`config.mk`:
```
export PLATFORM = sky130hd
export DESIGN_NAME = call_panel
export DESIGN_NICKNAME = d
export VERILOG_FILES = /design/src/rtl/call_panel.sv
export SDC_FILE = /design/constraint.sdc
export NUM_CORES = 1
export LEC_CHECK = 0
export CORE_MARGIN = 5
export CORE_UTILIZATION = 57
export DETAILED_ROUTE_END_ITERATION = 10
export HOLD_SLACK_MARGIN = 0.02
export PLACE_DENSITY = 0.8
export SETUP_SLACK_MARGIN = 0.15
export SYNTH_ARGS = -nofsm -noshare
export SYNTH_HDL_FRONTEND = slang
export SYNTH_SLANG_ARGS = --single-unit
export TNS_END_PERCENT = 100
```
`constraint.sdc`:
```
create_clock -name clk_50 -period 2.3 [get_ports clk_50]
set_input_delay 0.345 -clock clk_50 [delete_from_list [all_inputs] [get_ports clk_50]]
set_output_delay 0.345 -clock clk_50 [all_outputs]
set_load 0.02 [all_outputs]
```
`src/rtl/call_panel.sv`:
```
// call_panel: debounced call buttons latch per-floor requests, cleared when the cab is parked there with the door open.
// Optional CALL_CANCEL_EN: a press on a pending, unserved floor cancels its request.
module call_panel #(
    parameter int DEBOUNCE_CYCLES = 16
) (
    input  logic clk_50,
    input  logic rst_n,
    input  logic btn1,
    input  logic btn2,
    input  logic btn3,
    input  logic floor1,
    input  logic floor2,
    input  logic floor3,
    input  logic door,
    input  logic moving,
    output logic led1,
    output logic led2,
    output logic led3,
    output logic any_pending
);
    localparam int CW = $clog2(DEBOUNCE_CYCLES + 1);
`ifdef CALL_CANCEL_EN
    localparam bit CANCEL = 1'b1;
`else
    localparam bit CANCEL = 1'b0;
`endif

    logic [7:0] w_raw;
    logic [7:0] r_meta;
    logic [7:0] r_sync;
    logic [2:0] w_btn_s;
    logic [2:0] w_served;
    logic [2:0] w_led;
    logic       r_any;

    // Bit order: {moving, door, floor3..1, btn3..1}
    assign w_raw    = {moving, door, floor3, floor2, floor1, btn3, btn2, btn1};
    assign w_btn_s  = r_sync[2:0];
    assign w_served = r_sync[5:3] & {3{r_sync[6] & ~r_sync[7]}};

    always_ff @(posedge clk_50 or negedge rst_n)
        if (!rst_n) begin
            r_meta <= '0;
            r_sync <= '0;
            r_any  <= 1'b0;
        end else begin
            r_meta <= w_raw;
            r_sync <= r_meta;
            r_any  <= |w_led;
        end

    for (genvar f = 0; f < 3; f++) begin : g_floor
        logic          r_stable;
        logic          r_stable_d;
        logic          r_led;
        logic [CW-1:0] r_cnt;
        logic          w_press;

        assign w_press  = r_stable & ~r_stable_d;
        assign w_led[f] = r_led;

        always_ff @(posedge clk_50 or negedge rst_n)
            if (!rst_n) begin
                r_stable   <= 1'b0;
                r_stable_d <= 1'b0;
                r_cnt      <= '0;
                r_led      <= 1'b0;
            end else begin
                r_stable_d <= r_stable;
                if (w_btn_s[f] == r_stable)
                    r_cnt <= '0;
                else if (r_cnt == CW'(DEBOUNCE_CYCLES - 1)) begin
                    r_stable <= w_btn_s[f];
                    r_cnt    <= '0;
                end else
                    r_cnt <= r_cnt + 1'b1;
                // Service wins over a simultaneous press
                if (w_served[f])
                    r_led <= 1'b0;
                else if (w_press)
                    r_led <= CANCEL ? ~r_led : 1'b1;
            end
    end

    assign led1        = w_led[0];
    assign led2        = w_led[1];
    assign led3        = w_led[2];
    assign any_pending = r_any;
endmodule

```
* After elaboration in Yosys (flattened, before gate mapping) *
Index checks and enable logic that the tools add are counted.

word-level totals
  bits in registers = 41

cells by class
  muxes and demuxes = 12
  add/subtract/negate cells = 3
  bitwise logic cells = 12
  reductions and logical operators = 7
  equal/unequal tests = 6

operator list
  operator               count
  $mux W5                6
  $add A5 B1 Y5 const B  3
  $eq A5 B4 Y1 const B   3
  $not A1 Y1             7
  $mux W1                6
  $reduce_and A2 Y1      3
  $reduce_bool A2 Y1     3
  $and A1 B1 Y1          4
  $and A3 B3 Y3          1
  $eq A1 B1 Y1           3
  $reduce_or A3 Y1       1

* Depth between registers and ports, before layout *
Gate-level depths: netlist of the first run.

  depth after elaboration = 4
  depth in mapped cells = 4
  gate-level depth less buffers = 4

* Least setup slack after synthesis of the first run *
Ideal clock, no wire load.

  path type = reg-to-reg
  start point = register g_floor[1].r_cnt[0]
  end point = register g_floor[1].r_stable
  data required time = 2173 ps
  cell stages (with the launch flop) = 5
  setup time = 127 ps
  path buffers = 0
  arrival = 1034 ps
  setup slack = 1138 ps
  cells stage by stage = dfrtp_1 -> ha_1 -> nand3_1 -> nor2_1 -> mux2_1

between the ends
  cells in the longest elaborated chain, start to end = 2

RTL lines
  what                                line  RTL
  from (decl)                         56    logic [CW-1:0] r_cnt;
  from (signal assigned)              76    r_cnt <= r_cnt + 1'b1;
  $eq A5 B4 Y1                        72    else if (r_cnt == CW'(DEBOUNCE_CYCLES - 1)) begin
  $reduce_and A2 Y1 (no source line)  --
  to (signal assigned)                73    r_stable <= w_btn_s[f];
  to (decl)                           53    logic r_stable;

No other way between the ends.
A chain may end at the register's enable or synchronous reset.

* Worst setup path after layout of the first run *
  start point = register g_floor[0].r_led, in the netlist led1
  end point = output led1

RTL lines
  what                    line  RTL
  from (decl)             55    logic r_led;
  from (signal assigned)  81    r_led <= CANCEL ? ~r_led : 1'b1;
  to (decl)               16    output logic led1,

No word-level cell between the ends.

==> results of run 1 <==
-- sequential cells by signal, summed over array words and instances (netlist names), 3 cells and up --
| signal | count |
|---|---|
| g_floor.r_cnt | 15 |
| g_floor.r_stable | 3 |
| r_sync | 8 |
| r_meta | 8 |
| g_floor.r_stable_d | 3 |
-- kinds of logic after synthesis --
kind of cell	Yosys count	share of synthesized area
mux	3	0.0247
compound gates	9	0.0329
fa+ha+maj	3	0.0275
simple gates	26	0.0933
flops	41	0.750
buf+inv	5	0.0137
xor+xnor	9	0.0576
-- layer usage --
layer,vias up,part of all wire,GRT usage,wire (um)
met2,14,0.49,0.219,902
met1,358,0.44,0.169,818
li1,353,-,-,-
met3,5,0.050,0.0458,93
met5,-,0,0,0
met4,0,0.019,0.0680,36
-- power breakdown --
group          leakage [nW]  switching (mW)  total, mW  internal (mW)
clock                0.0414           0.226      0.456          0.230
combinational         0.245          0.0301     0.0575         0.0274
sequential            0.528          0.0144      0.763          0.748
total                 0.814           0.270       1.28           1.01
-- path summary, 6_finish.rpt --
kind                                        to  slack, ps           startpoint  cells past startpoint
max in group asynchronous  g_floor[0].r_stable       1670                rst_n                      1
hold / removal             g_floor[2].r_cnt[2]        100                rst_n                      1
setup reg to reg           g_floor[1].r_stable       1030  g_floor[1].r_cnt[0]                      4
min in group clk_50                  r_sync[1]        360            r_meta[1]                      0
hold reg to reg                      r_sync[1]        360            r_meta[1]                      0
setup / recovery                          led1        610                 led1                      1
-- per-stage QoR --
step / std cells / utilization / total power [mW]
6_report: 145 / 0.715 / 1.28
5_1_grt: 145 / 0.715 / 1.34
4_1_cts: 145 / 0.715 / 1.29
3_5_place_dp: 137 / 0.678 / 0.837
3_3_place_gp: 137 / 0.678 / 0.831
2_1_floorplan: 96 / - / 0.798
-- area by class of cell --
| cell class | count | area (um^2) |
|---|---|---|
| tap | 28 | 35.0 |
| timing repair buffer | 13 | 125 |
| fill | 159 | 643 |
| sequential | 41 | 1030 |
| clock inverter | 3 | 46.3 |
| clock buffer | 5 | 37.5 |
| inverter | 5 | 18.8 |
| multi-input combinational | 50 | 323 |
-- synthesized netlist by cell type, types with 3 or more instances --
| cell type | count | area share |
|---|---|---|
| a21oi_1 | 6 | 0.022 |
| and2_1 | 4 | 0.018 |
| and3_1 | 3 | 0.014 |
| dfrtp_1 | 41 | 0.75 |
| ha_1 | 3 | 0.027 |
| inv_1 | 5 | 0.014 |
| mux2_1 | 3 | 0.025 |
| nand3_1 | 6 | 0.022 |
| nor2_1 | 11 | 0.030 |
| o21ai_1 | 3 | 0.011 |
| xor2_1 | 9 | 0.058 |
==> flow_summary.json, run 1 <==
{
  "syn_inst": 96,
  "ant_nets": 0,
  "setup_viol_count_final": 0,
  "grtUsageTotal": 0.138,
  "ys_types": 13,
  "synth.cell_area_mm2": 0.00137,
  "io_buffers": 13,
  "start_util": 0.607,
  "place_area_mm2": 0.00153,
  "holdCritPathClass": "in2async",
  "wl_per_cell_um": 12.8,
  "final_cell_mix": "dfrtp_1, clkdlybuf4s50_1, nor2_1",
  "first_pass_iters": 3,
  "vias_per_cell": 5.03,
  "clkSlewWorstSetupHoldPaths_ps": 120,
  "final_common_cell": "dfrtp_1",
  "cp_top_family": "buffers and inverters",
  "crit_path_start_kind": "flop",
  "antenna_cells": 0,
  "hpwl_mm": 1.35,
  "die_x_um": 59.0,
  "arrival_ps": 1340,
  "fin_worst_skew_ps": 9.75,
  "die_h_um": 59.0,
  "cp_slowest_cell": "clkdlybuf4s50_1",
  "clockRootBuffer": "clkbuf_4",
  "grt_max_degree": 42,
  "cts_buffers": 5,
  "rsz0062_at_grt": "false",
  "hold_ws_ps": 103,
  "postLayoutCellArea_mm2": 0.00161,
  "area_delta_synth_final_pct": 17.8,
  "path_cells": "clkdlybuf4s50_1",
  "crit_buf_inv": 1,
  "tightest_slew_ps": 845,
  "synth_edf_count": 0,
  "grt_pass1_wl_mm": 3.47,
  "ctsLongestPathBuffers": 2,
  "pin_count": 14,
  "dr_total_vias": 730,
  "worst_setup_path_end_kind": "output port",
  "cts_resized": 0,
  "dominantRegCellSynth": "dfrtp_1",
  "yosys_warnings": 0,
  "ctsHoldBuffers": 0,
  "overflow": 0,
  "fin_ws_ps": 614,
  "setup-tns-final_ps": 0,
  "crit_required_ps": 1960,
  "ys_seq_area_frac": 0.750,
  "drt_iter0_drc": 17,
  "grt_pass1_vias": 807,
  "dp_slack_ps": 987,
  "cp_max_fo": 3,
  "irDropWorstVdd_v": 0.000619,
  "htree_levels": 2,
  "outcome": "finished, final reports clean",
  "p_leak_nw": 0.814,
  "insertion_delay_ps": 330,
  "syn_avg_cell_area_um2": 14.2,
  "async_flop_share": 1.00,
  "cts.sinks": 41,
  "finalMaxSlewViolations": 0,
  "fin_nets": 129,
  "relSlewSlack": 0.437,
  "cts_tree": "built",
  "synth.net_count": 109,
  "final_layout_size_suffix_gt1_frac": 0.0769,
  "gp_congestion": 0.715,
  "core_mm2": 0.00225,
  "cap_violations": 0,
  "fmax_mhz": 593,
  "rows": 17,
  "drc_errors": 0,
  "cpPeakStageDelay_ps": 610,
  "wl_mm": 1.85,
  "finalCritPeriodShare": 0.733,
  "cts_setup_buffers": 0,
  "ys_seq_elements": 41,
  "layout_min_cycle_time_ps": 1690,
  "antenna_found_initial": 0,
  "dieArea_mm2": 0.00348,
  "p_per_area_mw_per_mm2": 792,
  "hold_viol_final": 0,
  "path_class": "reg2out"
}
(Power assumes the default switching activity.)
==> inputs of run 2 (changes only) <==
- CORE_UTILIZATION: 57 -> 48
- PLACE_DENSITY: 0.8 -> 0.72
- clock period: 2.3 -> 1.4 ns (I/O delays scaled with it)
==> flow_summary.json, run 2 (synthesis gave the netlist of run 1 again) <==
{
  "largest_reg_flops": 15,
  "tightest_slew_ps": 268,
  "finalCritPeriodShare": 0.868,
  "setup-tns-final_ps": 0,
  "p_leak_nw": 0.833,
  "clockRootBuffer": "clkbuf_4",
  "hold_viol_final": 0,
  "grt_pass1_wl_mm": 3.93,
  "layout_min_cycle_time_ps": 1220,
  "arrival_ps": 1440,
  "final_layout_size_suffix_gt1_frac": 0.230,
  "crit_required_ps": 1630,
  "wl_per_cell_um": 13.2,
  "largest_registers": "g_floor.r_cnt x15, r_meta x8, r_sync x8",
  "core_mm2": 0.00273,
  "vias_per_cell": 5.20,
  "grt_pass1_vias": 926,
  "dieArea_mm2": 0.00402,
  "cp_max_fo": 3,
  "fin_nets": 135,
  "finalMaxSlewViolations": 0,
  "reg2reg_slack_ps": 180,
  "cts.sinks": 41,
  "path_class": "reg2reg",
  "grtUsageTotal": 0.128,
  "rows": 19,
  "outcome": "finished, final reports clean",
  "ant_nets": 0,
  "io_buffers": 13,
  "fin_ws_ps": 184,
  "finalPower_mw": 1.94,
  "antenna_cells": 0,
  "htree_levels": 2,
  "cts_tree": "built",
  "fmax_mhz": 823,
  "setup_viol_count_final": 0,
  "die_x_um": 63.4,
  "overflow": 0,
  "area_delta_synth_final_pct": 23.6,
  "drc_errors": 0,
  "wl_mm": 2.02,
  "first_pass_iters": 2,
  "grt_max_degree": 33,
  "pin_count": 14,
  "gp_congestion": 0.787,
  "ctsLongestPathBuffers": 2,
  "hold_ws_ps": 258,
  "die_h_um": 63.4,
  "drt_iter0_drc": 10,
  "insertion_delay_ps": 330,
  "crit_path_start_kind": "flop",
  "largest-register": "g_floor.r_cnt",
  "rsz0062_at_grt": "true",
  "irDropWorstVdd_v": 0.000919,
  "dr_total_vias": 796,
  "cap_violations": 0,
  "clkSlewWorstSetupHoldPaths_ps": 100,
  "start_util": 0.500,
  "dp_slack_ps": 67.6,
  "final_common_cell": "dfrtp_1",
  "cts_buffers": 5,
  "antenna_found_initial": 0,
  "hpwl_mm": 1.39,
  "p_per_area_mw_per_mm2": 1150,
  "holdCritPathClass": "in2async",
  "worst_setup_path_end_kind": "flop",
  "fin_worst_skew_ps": 3.39,
  "relSlewSlack": 0.821,
  "final_cell_mix": "dfrtp_1, xor2_1, nor2_1, clkdlybuf4s50_1, a21oi_1"
}
-- run 2: through the flow --
step	instances	utilization	area [um^2]
3_5_place_dp	141	0.568	1550
4_1_cts	152	0.613	1680
2_1_floorplan	96	-	1370
3_3_place_gp	141	0.568	1550
5_1_grt	153	0.618	1690
6_report	153	0.618	1690
-- run 2: worst max-delay path, stage by stage (launching register included) --
cell and delay, ps:
dfrtp_1 410, ha_4 170, nand3_4 90, nor2_4 130
mux2_4 300
-- run 2: path summary, 6_finish.rpt --
path | startpoint | endpoint | cells past startpoint
worst max-delay path | g_floor[1].r_cnt[0] | g_floor[1].r_stable | 4
worst min-delay path | rst_n | g_floor[2].r_cnt[0] | 2
worst max register to register | g_floor[1].r_cnt[0] | g_floor[1].r_stable | 4
worst min register to register | r_meta[5] | r_sync[5] | 0
max in group asynchronous | rst_n | r_meta[3] | 3
min in group clk_50 | floor3 | r_meta[5] | 1
-- run 2: timing repair --
action | in CTS | in global routing
pin swaps | 2 | 4
hold endpoints to repair | 41 | 0
resized for setup | 15 | 14
setup endpoints to repair | 6 | 7
buffers inserted | 3 | 1
hold buffers | 1 | 0
-- run 2: per-layer routing --
metal  vias up  part of all wire  global-route usage
li1        363                 -                   -
met1       413              0.38               0.123
met2        14              0.55               0.234
met3         6             0.049              0.0533
met4         0             0.022              0.0571
met5         -                 0                   0
-- run 2: final cells by class --
class                           instances  area [um^2]
Multi-Input combinational cell         50          387
Fill cell                             197         1040
Sequential cell                        41         1030
Clock buffer                            7         55.1
Tap cell                               31         38.8
Timing Repair Buffer                   19          165
Inverter                                5         18.8
-- run 2: power breakdown --
group | switching, mW | leakage, nW | internal [mW]
Clock | 0.325 | 0.0314 | 0.237
Sequential | 0.0271 | 0.528 | 1.23
Combinational | 0.0595 | 0.273 | 0.0663
Total | 0.412 | 0.833 | 1.53
